$ cat config.mk
export PLATFORM = sky130hd
export DESIGN_NAME = cb_filter_arb
export DESIGN_NICKNAME = d
export VERILOG_FILES = /design/src/rtl/cb_filter_arb.sv
export SDC_FILE = /design/constraint.sdc
export NUM_CORES = 1
export LEC_CHECK = 0
export ABC_AREA = 1
export BUFFER_PORTS_ARGS = -buffer_cell sky130_fd_sc_hd__buf_2
export CAP_MARGIN = 0
export CORE_ASPECT_RATIO = 1.1
export CORE_MARGIN = 2
export CORE_UTILIZATION = 37
export DETAILED_ROUTE_END_ITERATION = 8
export PLACE_DENSITY = 0.81
export RECOVER_POWER = 100
export SYNTH_ARGS = -nofsm -noshare
export SYNTH_HDL_FRONTEND = slang
export SYNTH_SLANG_ARGS = --single-unit
$ cat constraint.sdc
create_clock -name clk_i -period 1.4 [get_ports clk_i]
set_input_delay 0 -clock clk_i [delete_from_list [all_inputs] [get_ports clk_i]]
set_output_delay 0 -clock clk_i [all_outputs]
set_load 0.01 [all_outputs]
$ cat src/rtl/cb_filter_arb.sv
// cb_filter_arb: front-end arbiter and sequencer for one cb_filter instance.
//
// Shares the filter's single increment port and single decrement port between
// NumReq requesters. Each port has its own round-robin arbiter. Inserts are
// blocked while the filter reports full. The block also runs the filter clear
// sequence on request and keeps a sticky error flag.
//
// Ports:
//   clk_i, rst_ni                  clock (rising edge), async active-low reset
//   incr_valid_i/data_i/ready_o    insert requesters (valid/ready, zero latency)
//   decr_valid_i/data_i/ready_o    remove requesters (valid/ready, zero latency)
//   clear_req_i / clear_ack_o      clear request (level) / completion pulse
//   error_o                        sticky filter error, cleared by a clear
//   flt_incr_*_o, flt_decr_*_o     to the filter's increment/decrement ports
//   flt_clear_o                    to the filter's clear input
//   flt_full_i/empty_i/error_i     status from the filter
module cb_filter_arb #(
    parameter int unsigned NumReq    = 2,
    parameter int unsigned DataWidth = 11
) (
    input  logic                               clk_i,
    input  logic                               rst_ni,
    input  logic [NumReq-1:0]                  incr_valid_i,
    input  logic [NumReq-1:0][DataWidth-1:0]   incr_data_i,
    output logic [NumReq-1:0]                  incr_ready_o,
    input  logic [NumReq-1:0]                  decr_valid_i,
    input  logic [NumReq-1:0][DataWidth-1:0]   decr_data_i,
    output logic [NumReq-1:0]                  decr_ready_o,
    input  logic                               clear_req_i,
    output logic                               clear_ack_o,
    output logic                               error_o,
    output logic [DataWidth-1:0]               flt_incr_data_o,
    output logic                               flt_incr_valid_o,
    output logic [DataWidth-1:0]               flt_decr_data_o,
    output logic                               flt_decr_valid_o,
    output logic                               flt_clear_o,
    input  logic                               flt_full_i,
    input  logic                               flt_empty_i,
    input  logic                               flt_error_i
);

    localparam int unsigned PtrW = (NumReq > 1) ? $clog2(NumReq) : 1;

    typedef enum logic [1:0] {RUN, CLR, CHK, ACK} state_e;

    typedef struct packed {
        logic            hit;
        logic [PtrW-1:0] idx;
    } pick_t;

    // First requesting index at or after ptr, wrapping around.
    function automatic pick_t rr_pick(input logic [NumReq-1:0] req,
                                      input logic [PtrW-1:0]   ptr);
        pick_t           p;
        int              j;
        logic [PtrW-1:0] jj;
        p.hit = 1'b0;
        p.idx = '0;
        for (int k = 0; k < int'(NumReq); k++) begin
            j  = (int'(ptr) + k) % int'(NumReq);
            jj = PtrW'(j);
            if (!p.hit && req[jj]) begin
                p.hit = 1'b1;
                p.idx = jj;
            end
        end
        return p;
    endfunction

    // Priority moves to the index after the one just granted.
    function automatic logic [PtrW-1:0] rr_next(input logic [PtrW-1:0] idx);
        return (idx == PtrW'(NumReq - 1)) ? '0 : idx + 1'b1;
    endfunction

    state_e          state_q;
    logic            clear_q;
    logic            ack_q;
    logic            error_q;
    logic [PtrW-1:0] incr_ptr_q;
    logic [PtrW-1:0] decr_ptr_q;

    pick_t           incr_pick;
    pick_t           decr_pick;
    logic            grant_ok;
    logic            incr_gnt;
    logic            decr_gnt;

    // Grant path: purely combinational so the handshake cycle is the cycle
    // the filter counts the item. rst_ni is included so that ready and the
    // forwarded valids read 0 for as long as reset is held, even with
    // requesters still presenting valid.
    always_comb begin
        // NOTE: every output gets a default before any branch, so no path
        // leaves a signal unassigned and no latch is inferred.
        incr_ready_o     = '0;
        decr_ready_o     = '0;
        flt_incr_valid_o = 1'b0;
        flt_incr_data_o  = '0;
        flt_decr_valid_o = 1'b0;
        flt_decr_data_o  = '0;

        incr_pick = rr_pick(incr_valid_i, incr_ptr_q);
        decr_pick = rr_pick(decr_valid_i, decr_ptr_q);

        // A clear request blocks grants in the very cycle it is seen.
        grant_ok = rst_ni && (state_q == RUN) && !clear_req_i;
        incr_gnt = grant_ok && !flt_full_i && incr_pick.hit;
        decr_gnt = grant_ok && decr_pick.hit;

        if (incr_gnt) begin
            incr_ready_o[incr_pick.idx] = 1'b1;
            flt_incr_valid_o            = 1'b1;
            flt_incr_data_o             = incr_data_i[incr_pick.idx];
        end
        if (decr_gnt) begin
            decr_ready_o[decr_pick.idx] = 1'b1;
            flt_decr_valid_o            = 1'b1;
            flt_decr_data_o             = decr_data_i[decr_pick.idx];
        end
    end

    // Round-robin pointers advance only on a grant of their own port.
    always_ff @(posedge clk_i or negedge rst_ni) begin
        // NOTE: state is updated with non-blocking assignments so every
        // register samples pre-edge values regardless of statement order.
        if (!rst_ni) begin
            incr_ptr_q <= '0;
            decr_ptr_q <= '0;
        end else begin
            if (incr_gnt) incr_ptr_q <= rr_next(incr_pick.idx);
            if (decr_gnt) decr_ptr_q <= rr_next(decr_pick.idx);
        end
    end

    // Clear sequencer and sticky error. clear/ack outputs are registered
    // alongside the state they belong to.
    always_ff @(posedge clk_i or negedge rst_ni) begin
        if (!rst_ni) begin
            state_q <= RUN;
            clear_q <= 1'b0;
            ack_q   <= 1'b0;
            error_q <= 1'b0;
        end else begin
            if (flt_error_i) error_q <= 1'b1;
            case (state_q)
                RUN: begin
                    if (clear_req_i) begin
                        state_q <= CLR;
                        clear_q <= 1'b1;
                    end
                end
                CLR: begin
                    state_q <= CHK;
                    clear_q <= 1'b0;
                end
                CHK: begin
                    // The filter must report empty after a clear; otherwise
                    // re-issue it, with no retry limit.
                    if (flt_empty_i) begin
                        state_q <= ACK;
                        ack_q   <= 1'b1;
                    end else begin
                        state_q <= CLR;
                        clear_q <= 1'b1;
                    end
                end
                ACK: begin
                    state_q <= RUN;
                    ack_q   <= 1'b0;
                    // Overrides the set above: a clear beats a concurrent error.
                    error_q <= 1'b0;
                end
                default: begin
                    state_q <= RUN;
                    clear_q <= 1'b0;
                    ack_q   <= 1'b0;
                end
            endcase
        end
    end

    assign flt_clear_o = clear_q;
    assign clear_ack_o = ack_q;
    assign error_o     = error_q;

endmodule

# Word-level counts from Yosys, hierarchy flattened
# Cells that the tools add are included.
# totals
register_bits	7
input_bits	54
out_inout_bits	31
wordCells	81
# classes
add_sub_neg	4
order_cmp	8
n_eq_ne	6
mux	38
reduce_logical	19
# ops
operator	n
$mux W11	6
$mux W1	19
$mux W2	8
$lt A1 B2 Y1 const B	6
$logic_and A1 B1 Y1	9
$pmux W2 S4	1
$ne A2 B2 Y1 const B	3
$add A1 B1 Y1 const B	4
$eq A2 B2 Y1 const B	2
$logic_not A1 Y1	4
$reduce_bool A2 Y1	2
$pmux W1 S3	1
$reduce_and A3 Y1	1
$reduce_bool A3 Y1	1
$demux W1 S1	2
$eq A2 B1 Y1 const B	1
$ge A1 B1 Y1 const B	2
$logic_not A2 Y1	1
$pmux W1 S2	1
$reduce_and A2 Y1	1

# Longest topological paths before layout
# logic_depth
depth_word	11
mapped_depth	8
ltp_nobuf	7

# Least setup slack after synthesis
# OpenSTA, ideal clock, no wires.
# synth_timing
kind	flip-flop to output port
startpoint	reg state_q[1]
endpoint	out flt_incr_data_o[0]
t_arrival_ns	1.073
t_required_ns	1.400
slack_ns	0.327
path_stages_with_launch	7
path_cell_list	dfrtp_1 -> nor2_4 -> nand3_4 -> nor2_4 -> buf_12 -> nand2_2 -> inv_2
# synth_via
elab_chain_len	6
# synth_lines
element	line	rtl
from (decl)	75	state_e state_q;
from (signal assigned)	139	state_q <= RUN;
from (signal assigned)	148	state_q <= CLR;
from (signal assigned)	153	state_q <= CHK;
$logic_not A2 Y1	106	grant_ok = rst_ni && (state_q == RUN) && !clear_req_i;
$logic_and A1 B1 Y1 (2 in series)	106	
$logic_and A1 B1 Y1 (2 in series)	107	incr_gnt = grant_ok && !flt_full_i && incr_pick.hit;
$mux W11	110	if (incr_gnt) begin
to (decl)	32	output logic [DataWidth-1:0] flt_incr_data_o,
# No other way between the ends.

# Final worst setup path
# layout_timing
startpoint	reg state_q[1]
endpoint	out flt_decr_data_o[9]
# layout_via
elab_chain_len	5
# layout_lines
element	line	rtl
$logic_not A2 Y1	106	
$logic_and A1 B1 Y1 (2 in series)	106	
$logic_and A1 B1 Y1	108	decr_gnt = grant_ok && decr_pick.hit;
$mux W11	115	if (decr_gnt) begin
to (decl)	34	output logic [DataWidth-1:0] flt_decr_data_o,
# No other way between the ends.

==> key figures <==
Detailed routing
  • Initial DRC count: 21
  • First-pass DRT Iterations: 4
  • # DRC: 0
  • Detailed Route WL: 2.80 mm
  • Antenna Nets Post-Route: 0
  • Vias per inst: 4.51
  • Via count: 1290
  • Avg WL per Cell: 9.77 um

Global route
  • Vias in the first global route: 1150
  • GRT Total Usage: 18.9%
  • Largest net degree at the start of global routing: 14
  • Initial antenna violation count: 0
  • First-pass GRT wire length: 4.40 mm
  • Total grt overflow: 0

Logic synthesis
  • Register bit count reported by yosys: 7
  • Mapped Cells: 167
  • Synth area leader: nand2_1
  • Average cell area after synthesis: 5.46 sq um
  • Syn nets: 221
  • Post-synth top area share: 30.0%
  • Yosys cell types: 19
  • Seq/Total Area, Yosys: 19.2%
  • Synthesized area: 912 sq um
  • Yosys warns: 0
  • Synth area leaders: nand2_1 30%, dfrtp_1 19%, nand3_1 13%, inv_1 8.6%, nand2_2 6.2%

Finish
  • Multi-input gate area: 572 sq um
  • Synth-to-layout area growth: 67.8%
  • Fin cells: 286
  • Register area: 175 sq um
  • Filler cells: 236
  • Antenna Cells: 0
  • NumNets Final: 311
  • Share of layout cells above drive strength 1: 48.4%

Setup path
  • Reg2Reg Depth: 6
  • Critical R2R Launch: state_q[1]
  • Setup CP Type: reg -> out
  • Worst Setup End Kind: primary output
  • Critical-path maximum fanout: 13
  • CP Launch Type: register
  • Critical Path Source: state_q[1]
  • Required @ worst endpoint: 1.40 ns
  • Critical path arrival: 1.40 ns

Outcome
  • Violated checks: setup timing
  • Status: finished with violations

Pwr
  • IR Drop Worst-Case VDD: 0.897 mV
  • Gate power share: 60.5%
  • Power Density: 912 nW/um^2
  • Total chip power: 1.40 mW
  • Net switching power: 621 uW
  • Leakage power: 1.06 nW
  • Pint: 775 uW
  • Sequential share of power: 26.3%
  • Sw frac: 44.5%
  • Clock power frac: 13.1%

Clock tree
  • Clk Latency, worst-skew pair: 0.25 ns
  • Root Driver: clkbuf_4
  • CTS buffer count: 3
  • Clock transition at path regs: 0.05 ns
  • Clk sinks: 7
  • CTS Buffer Depth: 2
  • Htree depth: 1
  • CTS tree: done

Min path
  • Worst hold-check path type: in -> reg
  • Hold Crit Depth: 3
  • Hold Startpoint: flt_empty_i

Timing
  • Worst-Margin Slew: 0.323 ns
  • Clk_skew: 0.00296 ns
  • Setup ws final: -0.000204 ns
  • # setup viols final: 1
  • Period minus WS final: 1.40 ns
  • Slew Limit Fails: 0
  • Final Hold Viols: 0
  • RSZ-0062 raised after global routing: yes
  • Max Clk Rate: 714 MHz
  • Period utilisation layout: 100%
  • Relative slew slack: 78.4%

Floorplanning
  • Initial Util: 39.7%
  • Core Area: 2300 sq um
  • Row cnt: 18
  • I/O pins: 85
  • Die Width: 51.3 um
  • Die height: 56.1 um
  • Die footprint: 2880 sq um

Place
  • Number of I/O port buffers: 84
  • Setup slack at placement: 0.124 ns
  • GP Congestion: 0.727
  • Dpl cells: 276
  • DP Wirelength: 2.04 mm

Flow run
  • Max cap viols: 0
power groups by stage:
stage               sequential [mW]  clock, mW  combinational (mW)
floorplan                     0.384          0               0.494
global placement              0.367          0               0.740
detailed placement            0.372          0               0.750
CTS                           0.368      0.188               0.829
global route                  0.381      0.200               0.956
finish                        0.368      0.183               0.845
routing by layer:
layer | routed length [um] | track usage [%] | up-vias
met5 | 0 | 0 | -
met4 | 34 | 6.39 | 0
met3 | 207 | 1.88 | 5
met2 | 1520 | 35.4 | 52
met1 | 1040 | 21.6 | 560
li1 | - | - | 673
worst max-delay path: stages (launching register included):
cell and delay [ns]:
dfrtp_1 0.41, nor2_4 0.13, nand3_4 0.11, nor2_4 0.14, buf_12 0.13, nand2_1 0.06
inv_1 0.05, buf_2 0.12
cell type report:
cell class | count | share of cell area [%]
repair buffers | 93 | 38.9
inverters | 33 | 8.09
clock buffers | 4 | 1.72
well taps | 30 | 2.45
flip-flops and latches | 7 | 11.4
multi-input cells | 119 | 37.4
synth_stat cells:
cell type,count
a21oi_1,1
nand2_1,73
nand3_4,1
nor2_1,4
nand2_2,9
dfrtp_1,7
o21ai_0,1
nand4_1,1
o21bai_1,1
inv_1,21
nand3_1,23
clkinv_1,1
nor2_4,3
o21bai_2,1
inv_2,11
buf_2,6
buf_12,1
buf_6,1
nor3_1,1
cells by family after synthesis:
family | synth area share [%]
compound gates | 3.15
flops | 19.2
buf+inv | 20.3
simple gates | 57.3
cells in the final DEF, fill, tap and decap left out, drive strengths merged:
| cell type | count |
|---|---|
| a21oi | 1 |
| buf | 86 |
| clkbuf | 9 |
| clkinv | 1 |
| dfrtp | 7 |
| dlygate4sd3 | 2 |
| inv | 32 |
| nand2 | 82 |
| nand3 | 24 |
| nand4 | 1 |
| nor2 | 7 |
| nor3 | 1 |
| o21ai | 1 |
| o21bai | 2 |
per-stage QoR:
stage / util, % / setup TNS, ns / hold slack [ns] / area, sq um
after floorplan: - / 0 / -0.296 / 912
after global placement: 58.5 / 0 / -0.136 / 1340
after detailed placement: 58.5 / 0 / -0.130 / 1340
after CTS: 62.8 / -0.0155 / 0.0570 / 1440
after global routing: 66.6 / -1.64 / 0.0985 / 1530
final: 66.6 / -0.000204 / 0.0608 / 1530
path summary, 6_finish.rpt:
kind / slack (ns) / end
worst max-delay path: -0.0002 / flt_decr_data_o[9]
worst min register to register: 0.48 / decr_ptr_q
worst max register to register: 0.29 / decr_ptr_q
max in group asynchronous: 0.93 / state_q[0]
min in group asynchronous: 0.23 / incr_ptr_q
worst min-delay path: 0.06 / state_q[1]
sequential cells by signal, indices dropped and copies added, names as in the netlist:
register and cells:
state_q 2, clear_ack_o 1, decr_ptr_q 1, error_o 1, flt_clear_o 1, incr_ptr_q 1
timing repair:
item,CTS,global route
gates resized for setup,4,18
endpoints found under the hold margin,8,0
pin swaps,3,0
hold buffers,2,0
buffers inserted,4,0
setup endpoints to repair,27,25
(Power assumes the default switching activity.)
